### src/rtl/reorder_buffer_pkg.sv
// ----------------------------------------------------------------------------
// reorder_buffer_pkg
//   Shared LC-3b types used by the reorder buffer and its neighbours.
//   Provides the opcode enum, the register index type, the ROB tag type and
//   a packed ROB entry record for stages that want to carry a whole entry.
//   No ports; import with "import reorder_buffer_pkg::*;".
// ----------------------------------------------------------------------------
package reorder_buffer_pkg;

    localparam int DATA_WIDTH = 16;
    localparam int TAG_WIDTH  = 3;
    localparam int ROB_DEPTH  = 1 << TAG_WIDTH;

    // LC-3b opcode field, bits [15:12] of the instruction word
    typedef enum logic [3:0] {
        op_br   = 4'd0,
        op_add  = 4'd1,
        op_ldb  = 4'd2,
        op_stb  = 4'd3,
        op_jsr  = 4'd4,
        op_and  = 4'd5,
        op_ldr  = 4'd6,
        op_str  = 4'd7,
        op_rti  = 4'd8,
        op_not  = 4'd9,
        op_ldi  = 4'd10,
        op_sti  = 4'd11,
        op_jmp  = 4'd12,
        op_shf  = 4'd13,
        op_lea  = 4'd14,
        op_trap = 4'd15
    } lc3b_opcode;

    // Register index; for branches this field carries the nzp bits
    typedef logic [2:0] lc3b_reg;

    // ROB tag / entry address
    typedef logic [TAG_WIDTH-1:0] lc3b_rob_addr;

    // One reorder buffer entry as seen by the commit side
    typedef struct packed {
        logic                  busy;
        logic                  ready;
        lc3b_opcode            opcode;
        lc3b_reg               dest;
        logic                  predict;
        logic [DATA_WIDTH-1:0] value;
    } lc3b_rob_entry;

endpackage

### src/rtl/reorder_buffer.sv
// ----------------------------------------------------------------------------
// reorder_buffer
//   Circular in-order reorder buffer between issue/CDB and commit.
//   Issue allocates one entry per instruction at the tail, the CDB fills
//   results in by tag, and commit pops the head once it is ready. A flush
//   from commit (mispredict) empties the buffer.
//
//   Optional feature macro: ROB_CDB_BYPASS_EN
//     defined     -> a CDB broadcast to a waiting head is visible on
//                    valid_out/value_out in the same cycle and may be popped.
//     not defined -> head result appears one cycle after the CDB write.
//
//   Ports
//     clk, rst_n                      clock, async active-low reset
//     alloc_valid/opcode/dest/
//     alloc_predict/alloc_ready       issue-side allocation request
//     alloc_addr                      tag handed out this cycle (= tail)
//     rob_full                        no free entry, issue stalls
//     cdb_valid/cdb_tag/cdb_value     common data bus broadcast
//     rd_tag_a/b, rd_ready_a/b,
//     rd_value_a/b                    operand lookup for reservation stations
//     valid_out, opcode_out, dest_out,
//     value_out, predict_out, rob_addr head entry presented to commit
//     rob_empty                       buffer holds no entries
//     RE                              commit pops the head
//     flush                           discard every entry
// ----------------------------------------------------------------------------
module reorder_buffer
    import reorder_buffer_pkg::*;
#(
    parameter int data_width = 16,
    parameter int tag_width  = 3
) (
    input  logic                  clk,
    input  logic                  rst_n,

    input  logic                  alloc_valid,
    input  lc3b_opcode            alloc_opcode,
    input  lc3b_reg               alloc_dest,
    input  logic                  alloc_predict,
    input  logic                  alloc_ready,
    output logic [tag_width-1:0]  alloc_addr,
    output logic                  rob_full,

    input  logic                  cdb_valid,
    input  logic [tag_width-1:0]  cdb_tag,
    input  logic [data_width-1:0] cdb_value,

    input  logic [tag_width-1:0]  rd_tag_a,
    input  logic [tag_width-1:0]  rd_tag_b,
    output logic                  rd_ready_a,
    output logic                  rd_ready_b,
    output logic [data_width-1:0] rd_value_a,
    output logic [data_width-1:0] rd_value_b,

    output logic                  valid_out,
    output lc3b_opcode            opcode_out,
    output lc3b_reg               dest_out,
    output logic [data_width-1:0] value_out,
    output logic                  predict_out,
    output logic [tag_width-1:0]  rob_addr,
    output logic                  rob_empty,

    input  logic                  RE,
    input  logic                  flush
);

    localparam int DEPTH = 1 << tag_width;

    // count is one bit wider than a tag so "full" (== DEPTH) is representable
    localparam logic [tag_width:0] FULL_COUNT = {1'b1, {tag_width{1'b0}}};

    logic                  busy_q    [DEPTH];
    logic                  ready_q   [DEPTH];
    lc3b_opcode            opcode_q  [DEPTH];
    lc3b_reg               dest_q    [DEPTH];
    logic                  predict_q [DEPTH];
    logic [data_width-1:0] value_q   [DEPTH];

    logic [tag_width-1:0]  head_q;
    logic [tag_width-1:0]  tail_q;
    logic [tag_width:0]    count_q;

    logic                  alloc_accept;
    logic                  pop_accept;
    logic                  cdb_write;
    logic                  head_ready;
    logic                  bypass_hit;

    // Occupancy flags decode the registered count only, so an alloc while
    // full is refused even when commit frees an entry in the same cycle.
    assign rob_full   = (count_q == FULL_COUNT);
    assign rob_empty  = (count_q == '0);
    assign alloc_addr = tail_q;
    assign rob_addr   = head_q;

    // The head may be completed either from storage or, when the bypass is
    // built in, directly from a CDB broadcast aimed at the waiting head.
`ifdef ROB_CDB_BYPASS_EN
    assign bypass_hit = busy_q[head_q] & ~ready_q[head_q] &
                        cdb_valid & (cdb_tag == head_q);
`else
    assign bypass_hit = 1'b0;
`endif

    assign head_ready  = busy_q[head_q] & (ready_q[head_q] | bypass_hit);
    assign valid_out   = head_ready;
    assign opcode_out  = opcode_q[head_q];
    assign dest_out    = dest_q[head_q];
    assign predict_out = predict_q[head_q];
    assign value_out   = bypass_hit ? cdb_value : value_q[head_q];

    assign alloc_accept = alloc_valid & ~rob_full;
    assign pop_accept   = RE & valid_out;

    // A CDB result only lands in an occupied entry; if it names the slot
    // being allocated this cycle the fresh allocation takes precedence.
    assign cdb_write = cdb_valid & busy_q[cdb_tag] &
                       ~(alloc_accept & (cdb_tag == tail_q));

    // Operand lookups read stored state only; reservation stations snoop
    // the CDB themselves, so no forwarding is done here.
    assign rd_ready_a = ready_q[rd_tag_a];
    assign rd_value_a = value_q[rd_tag_a];
    assign rd_ready_b = ready_q[rd_tag_b];
    assign rd_value_b = value_q[rd_tag_b];

    // Entry array, pointers and count. Flush outranks everything else that
    // cycle. Within a normal cycle the pop is applied last so a CDB write
    // to the popped head cannot leave it marked ready after it is freed.
    always_ff @(posedge clk or negedge rst_n) begin
        if (!rst_n) begin
            head_q  <= '0;
            tail_q  <= '0;
            count_q <= '0;
            for (int i = 0; i < DEPTH; i++) begin
                busy_q[i]    <= 1'b0;
                ready_q[i]   <= 1'b0;
                opcode_q[i]  <= op_br;
                dest_q[i]    <= '0;
                predict_q[i] <= 1'b0;
                value_q[i]   <= '0;
            end
        end else if (flush) begin
            head_q  <= '0;
            tail_q  <= '0;
            count_q <= '0;
            for (int i = 0; i < DEPTH; i++) begin
                busy_q[i]  <= 1'b0;
                ready_q[i] <= 1'b0;
            end
        end else begin
            if (cdb_write) begin
                value_q[cdb_tag] <= cdb_value;
                ready_q[cdb_tag] <= 1'b1;
            end
            if (alloc_accept) begin
                busy_q[tail_q]    <= 1'b1;
                ready_q[tail_q]   <= alloc_ready;
                opcode_q[tail_q]  <= alloc_opcode;
                dest_q[tail_q]    <= alloc_dest;
                predict_q[tail_q] <= alloc_predict;
                value_q[tail_q]   <= '0;
                tail_q            <= tail_q + 1'b1;
            end
            if (pop_accept) begin
                busy_q[head_q]  <= 1'b0;
                ready_q[head_q] <= 1'b0;
                head_q          <= head_q + 1'b1;
            end
            count_q <= count_q + {{tag_width{1'b0}}, alloc_accept}
                               - {{tag_width{1'b0}}, pop_accept};
        end
    end

endmodule
### config.mk
export PLATFORM = sky130hd
export DESIGN_NAME = reorder_buffer
export DESIGN_NICKNAME = d
export VERILOG_FILES = /design/src/rtl/reorder_buffer_pkg.sv /design/src/rtl/reorder_buffer.sv
export SDC_FILE = /design/constraint.sdc
export NUM_CORES = 1
export LEC_CHECK = 0
export CAP_MARGIN = 20
export CELL_PAD_IN_SITES_DETAIL_PLACEMENT = 2
export CELL_PAD_IN_SITES_GLOBAL_PLACEMENT = 2
export CORE_AREA = 10 10 187 189
export CTS_CLUSTER_DIAMETER = 60
export DETAILED_ROUTE_END_ITERATION = 16
export DIE_AREA = 0 0 197 199
export PLACE_DENSITY_LB_ADDON = 0.12
export RECOVER_POWER = 25
export SLEW_MARGIN = 25
export SYNTH_ARGS = -nofsm -noshare
export SYNTH_HDL_FRONTEND = slang
export SYNTH_SLANG_ARGS = --single-unit
### constraint.sdc
create_clock -name clk -period 3.6 [get_ports clk]
set_input_delay 0.72 -clock clk [delete_from_list [all_inputs] [get_ports clk]]
set_output_delay 0.72 -clock clk [all_outputs]
set_load 0.01 [all_outputs]
==> summary.txt, run 1 <==
Status: complete, but fails checks
Violated checks: max-capacitance violations, max-slew violations
Via-to-Cell Ratio: 6.437
Synth Flop Type: dfrtp_1
Die Width: 197 um
Pwr/cell area: 491.7 nW/um^2
Fill count: 3087
Final net count: 1169
Synthesized area per cell: 12.31 sq um
Multi-input gate area: 6440 sq um
Rows: 65
Minimum clock period: 3.562 ns
Yosys warning count: 0
Max-Cap Viols: 1
Setup TNS: 0 ns
CTS tree: yes
Peak VDD IR: 0.3648 mV
WP data required: 2.88 ns
Post-synth EDFFs: 0
Crit path max fanout: 17
Post-synthesis sequential area ratio: 44.38%
Mapped cell area: 12290 sq um
Core box area: 31230 sq um
DR pass1 iterations: 5
Origin of the critical flop-to-flop path: rob_addr[0]
Port Buffer Count: 106
TritonCTS buffer count: 28
# setup viols final: 0
DIE AREA: 39200 sq um
Worst Setup SP: rob_addr[0]
ANT cells: 0
Final worst setup slack: 0.03790 ns
H-tree levels: 1
Worst path cell trace: buf_4 -> nor3b_2 -> buf_6 -> a22oi_1 -> nand4_1 -> clkdlybuf4s50_1
DR vias: 9938
IO Count: 107
Reg clk slew, reported paths: 0.06 ns
Sink Count: 218
Synth-to-layout area growth: 22.91%
Slew margin rel.: -43.13%
Hold-fix buffers at CTS: 0
Clk buf depth: 3
Most numerous cell in the Yosys netlist: dfrtp_1
Top delay family on crit path: buffers and inverters
Area contributors post-synth: dfrtp_1 (44%), mux4_2 (13%), mux2_2 (9.7%)
Syn Nets: 1048
Clock Latency Late Sink: 0.56 ns
First-pass GRT wire length: 73890 um
Leak: 6.322 nW
Vias in the first global route: 11080
Antenna violations before repair: 0
WL per Instance: 31.39 um
Max incr delay on CP: 0.57 ns
Reg area: 5456 sq um
Buffers & Inverters on Critical Path: 3
Initial Util: 39.36%
DR iter-0 viols: 846
Die Y: 199 um
RSZ-0062 raised after global routing: yes
Most frequent cells after synthesis: dfrtp_1 (218), mux2_2 (106), a22o_1 (101), nand2_1 (82), mux4_2 (72)
Final estimated routing congestion in global placement: 0.8648
CP endpoint kind: output port
Drt drc: 0
Slowest library cell on the worst path: clkdlybuf4s50_1
Count of cell types in the netlist: 62
Final ANT Viol Nets: 0
Wirelength, routed: 48470 um
Total global-route track usage: 24.87%
HP Start: dest_q[20]
Final Cell Area: 15110 sq um
Fmax: 280.7 MHz
Fin crit share: 98.95%
Final hold viol count: 0
Ys async rst share: 100.0%
Hold Crit Class: reg2reg
Critical Path AT: 2.84 ns
Final HPWL DP: 31030 um
Final Max Slew Viols: 73
CP startpoint kind: flip-flop
Largest net degree at the start of global routing: 82
Dpl ws: 0.2243 ns
Post-synth top area cell: dfrtp_1
Worst slew pin tran: 2.147 ns
Total grt overflow: 0
DP Area: 14080 sq um
#FFs+latches synth: 218
Yosys top cell area share: 44.38%
Root Buffer: clkbuf_16
Cell count after synthesis: 999
Crit Path Category: reg2out
Clock skew: 0.01589 ns
Share of layout cells above drive strength 1: 29.42%
==> sequential cells by signal, summed over array words and instances, names as in the netlist <==
signal	flops
ready_q	8
predict_q	8
dest_q	24
alloc_addr	3
busy_q	8
count_q	4
value_q	128
rob_addr	3
opcode_q	32
==> timing repair <==
item | in CTS | in global routing
setup endpoints to repair | 17 | 23
pin swaps | 0 | 1
buffers inserted | 0 | 1
resized for setup | 6 | 5
==> power by group <==
| group | switching [W] | leakage [nW] | internal [W] | total (W) |
|---|---|---|---|---|
| clock network | 0.00120 | 0.481 | 0.00186 | 0.00307 |
| logic | 0.000667 | 2.86 | 0.000723 | 0.00139 |
| registers | 0.000235 | 2.98 | 0.00274 | 0.00297 |
==> layer usage <==
metal	vias to the layer above	GRT usage (%)	share of wire, %
met3	91	3.819	5.4
met1	5389	33.23	44
met2	335	40.82	48
li1	4123	-	-
met5	-	0	0
met4	0	7.519	2.7
==> final cells by class <==
class	instances	area share, %
Inverter	11	0.2733
Clock inverter	19	1.664
Timing Repair Buffer	173	11.03
Tap cell	402	3.329
Sequential cell	218	36.11
Multi-Input combinational cell	688	42.62
Clock buffer	33	4.969
==> final timing paths <==
kind                                 endpoint  slack [ns]  depth (start not counted)
worst max-delay path            value_out[13]        0.04                          6
worst min-delay path               dest_q[20]        0.51                          1
worst max register to register     count_q[1]        0.58                         11
worst min register to register     dest_q[20]        0.51                          1
max in group asynchronous         value_q[77]        0.75                          2
min in group asynchronous       alloc_addr[2]        0.78                          1
==> worst reg2reg max path, stage by stage (launching register included) <==
cell and delay, ns:
dfrtp_2 0.49, buf_4 0.23, nor3b_2 0.36, o2bb2ai_1 0.16, a211oi_1 0.08, buf_4 0.16
nor3b_1 0.29, ha_1 0.29, inv_1 0.06, ha_1 0.20, fa_1 0.43, nor2b_1 0.14
==> cells by family (layout without fill, tap and decap cells) <==
kind of cell,Yosys count,count (layout),share of synthesized area (%)
DFF,218,218,44.38
AOI/OAI and AO/OA,275,275,17.45
adders and majority gates,9,9,0.9771
xor gates and xnor gates,7,7,0.4987
buffers and inverters,93,236,3.644
and+or+nand+nor,203,203,8.855
muxes,194,194,24.20
==> per-stage QoR <==
stage	total power, W	hold slack (ns)	cells	util, %
5_1_grt	0.007750	0.5160	1544	48.38
3_5_place_dp	0.004405	0.4935	1491	45.10
6_report	0.007430	0.5069	1544	48.38
3_3_place_gp	0.004342	0.4855	1490	45.06
4_1_cts	0.007489	0.1786	1543	48.38
2_1_floorplan	0.003758	0.4244	999	-
==> cells in the final DEF, fill, tap and decap left out, types with 9 or more instances in the layout <==
master	synthesis	final
clkbuf_16	0	29
a211oi_1	14	14
nor2_1	30	24
mux4_2	72	72
o21ai_0	37	37
a21oi_1	18	18
nand2_1	82	81
clkdlybuf4s50_1	0	101
a221oi_1	10	10
dfrtp_1	218	217
mux2i_1	16	16
buf_12	0	9
inv_1	10	10
mux2_2	106	106
nor2b_1	25	25
a22o_1	101	101
a22oi_1	59	59
nand4_1	12	12
buf_4	4	53
(Power assumes the default switching activity.)
==> run 2: changes to the inputs <==
- CAP_MARGIN: 20 -> 40
==> run 2 against run 1 <==
The flow still finishes with violations (max-capacitance violations, max-slew violations). Non-clock buffer count up 8. Worst hold slack worse by 0.00071 ns. Count of clock-buffer cells in the layout up 4. Critical path type unchanged. Largest cell class unchanged. Largest power group is now sequential cells. Setup slack better by 0.028 ns.
==> summary.txt, run 2 (synthesis gave the netlist of run 1 again) <==
Minimum clock period: 3.534 ns (-0.02803 ns)
Final hold viol count: 0 (unchanged)
H-tree levels: 1 (unchanged)
Max-Cap Viols: 1 (unchanged)
Peak VDD IR: 0.2756 mV (-24%)
Combinational share of power: 19.5% (+0.8 points)
Drt drc: 0 (unchanged)
WP data required: 2.88 ns (about the same)
Largest reg by FF count: value_q
Status: complete, but fails checks
IO Count: 107 (unchanged)
Wirelength, routed: 48750 um (+0.58%)
Total grt overflow: 0 (unchanged)
Rows: 65 (unchanged)
Antenna violations before repair: 1 (+1)
Sw frac: 29.49% (+1.1 points)
Crit Path Category: reg2out
Sink Count: 218 (unchanged)
Fill count: 3092 (+0.16%)
Slowest library cell on the worst path: clkdlybuf4s50_1
TritonCTS buffer count: 29 (+3.6%)
Fin crit share: 98.17% (-0.78 points)
Clock share of power: 39.1% (-2.2 points)
WL per Instance: 31.39 um (about the same)
Part of the power in registers: 41.4% (+1.4 points)
Synth-to-layout area growth: 23.36%
Top delay family on crit path: buffers and inverters
CP dominant cell by count: buf_6
First-pass GRT wire length: 74290 um (+0.53%)
Reg clk slew, reported paths: 0.06 ns (about the same)
Worst path cell trace: buf_6 -> nor3b_2 -> buf_6 -> a22oi_1 -> nand4_1 -> clkdlybuf4s50_1
Final Max Slew Viols: 73 (unchanged)
Die Y: 199 um (unchanged)
Root Buffer: clkbuf_16
Via-to-Cell Ratio: 6.386 (-0.79%)
Clock skew: 0.01812 ns (+0.002229 ns)
Final estimated routing congestion in global placement: 0.8648 (unchanged)
DR iter-0 viols: 813 (-3.9%)
Vias in the first global route: 11130 (+0.50%)
# setup viols final: 0 (unchanged)
Violated checks: max-capacitance violations, max-slew violations
Fmax: 283.0 MHz (+0.79%)
Crit path max fanout: 17 (unchanged)
Most common cell after layout, fill and taps aside: dfrtp_1
Total global-route track usage: 24.97% (+0.10 points)
Max incr delay on CP: 0.56 ns (about the same)
Power Total: 0.007195 W (-3.2%)
CP endpoint kind: output port
Largest net degree at the start of global routing: 82 (unchanged)
DIE AREA: 39200 sq um (unchanged)
Port Buffer Count: 106 (unchanged)
Max reg flops: 128 (unchanged)
CP startpoint kind: flip-flop
Commonest cells after routing, fill and taps aside: dfrtp_1 (216), mux2_2 (106), a22o_1 (101), clkdlybuf4s50_1 (101), nand2_1 (81)
Worst slew pin tran: 2.133 ns (-0.01437 ns)
Buffers & Inverters on Critical Path: 3 (unchanged)
CTS tree: yes
Slew margin rel.: -42.18% (+0.96 points)
Share of layout cells above drive strength 1: 30.26% (+0.84 points)
DR vias: 9917 (-0.21%)
Initial Util: 39.36% (unchanged)
Clock Latency Late Sink: 0.57 ns (about the same)
Clk buf depth: 3 (unchanged)
Core box area: 31230 sq um (unchanged)
Critical Path AT: 2.81 ns (-0.03 ns)
Sw Pwr: 0.002122 W (+0.73%)
Final net count: 1178 (+0.77%)
Hold Crit Class: reg2reg
Pint: 0.005073 W (-4.7%)
Die Width: 197 um (unchanged)
DR pass1 iterations: 5 (unchanged)
Leak: 6.355 nW (+0.52%)
RSZ-0062 raised after global routing: yes
Final ANT Viol Nets: 0 (unchanged)
Largest regs: value_q: 128 flops, opcode_q: 32 flops, dest_q: 24 flops
Final HPWL DP: 31800 um (+2.5%)
Final core occ: 48.56% (+0.18 points)
Pwr/cell area: 474.5 nW/um^2 (-3.5%)
run 2: changes by cell type in the layout (fill, tap and decap cells not counted), sizes merged:
cell | before | now
clkbuf | 35 | 39
buf | 70 | 78
bufinv | 5 | 0
diode | 0 | 1
clkinvlp | 5 | 4
inv | 13 | 15
run 2: worst paths after layout:
| check | startpoint | to | slack (ns) | depth (start not counted) |
|---|---|---|---|---|
| setup / recovery | rob_addr[0] | value_out[13] | 0.07 | 6 |
| hold / removal | dest_q[20] | dest_q[20] | 0.51 | 1 |
| setup reg to reg | rob_addr[0] | count_q[2] | 0.56 | 10 |
| hold reg to reg | dest_q[20] | dest_q[20] | 0.51 | 1 |
| max in group asynchronous | rst_n | value_q[112] | 0.75 | 2 |
| min in group asynchronous | rst_n | alloc_addr[2] | 0.75 | 1 |
run 2: repair_timing:
item	4_1_cts	5_1_grt
endpoints found under the setup margin	20	19
gates resized for setup	6	12
pin swaps	1	1
setup buffers	0	3
hold buffers	0	0
run 2: final cells by class:
class                           count  area, sq um  area share [%]
Timing Repair Buffer              181         1795           11.84
Sequential cell                   218         5458           35.99
Inverter                           11        45.04          0.2970
Clock inverter                     15        105.1          0.6931
Antenna cell                        1        2.502         0.01650
Tap cell                          402        503.0           3.317
Multi-Input combinational cell    688         6440           42.47
Clock buffer                       37        815.8           5.380
run 2: layer usage:
metal | up-vias | GRT usage (%) | part of all wire (%) | wire, um
li1 | 4139 | - | - | -
met1 | 5394 | 33.08 | 44 | 21260
met2 | 323 | 41.12 | 49 | 23690
met3 | 61 | 4.039 | 5.7 | 2762
met4 | 0 | 7.690 | 2.1 | 1038
met5 | - | 0 | 0 | 0
run 2: through the flow:
stage               instance area (sq um)  std cells  TNS (ns)  hold slack [ns]  worst slack (ns)
global placement                    14070       1490         0           0.4855            0.3148
global route                        15160       1553  -0.05144           0.5146          -0.05032
floorplan                           12290        999         0           0.4244            0.7062
detailed placement                  14180       1497         0           0.4935            0.3475
CTS                                 15120       1549  -0.01036           0.1665         -0.007939
finish                              15160       1553         0           0.5062           0.06593
run 2: power by group through the flow:
| stage | sequential [W] | clock, W | combinational [W] |
|---|---|---|---|
| 5_1_grt | 0.00302 | 0.00296 | 0.00152 |
| 3_3_place_gp | 0.00298 | 0 | 0.00136 |
| 3_5_place_dp | 0.00301 | 0 | 0.00141 |
| 4_1_cts | 0.00297 | 0.00286 | 0.00143 |
| 6_report | 0.00298 | 0.00281 | 0.00140 |
| 2_1_floorplan | 0.00291 | 0 | 0.000843 |
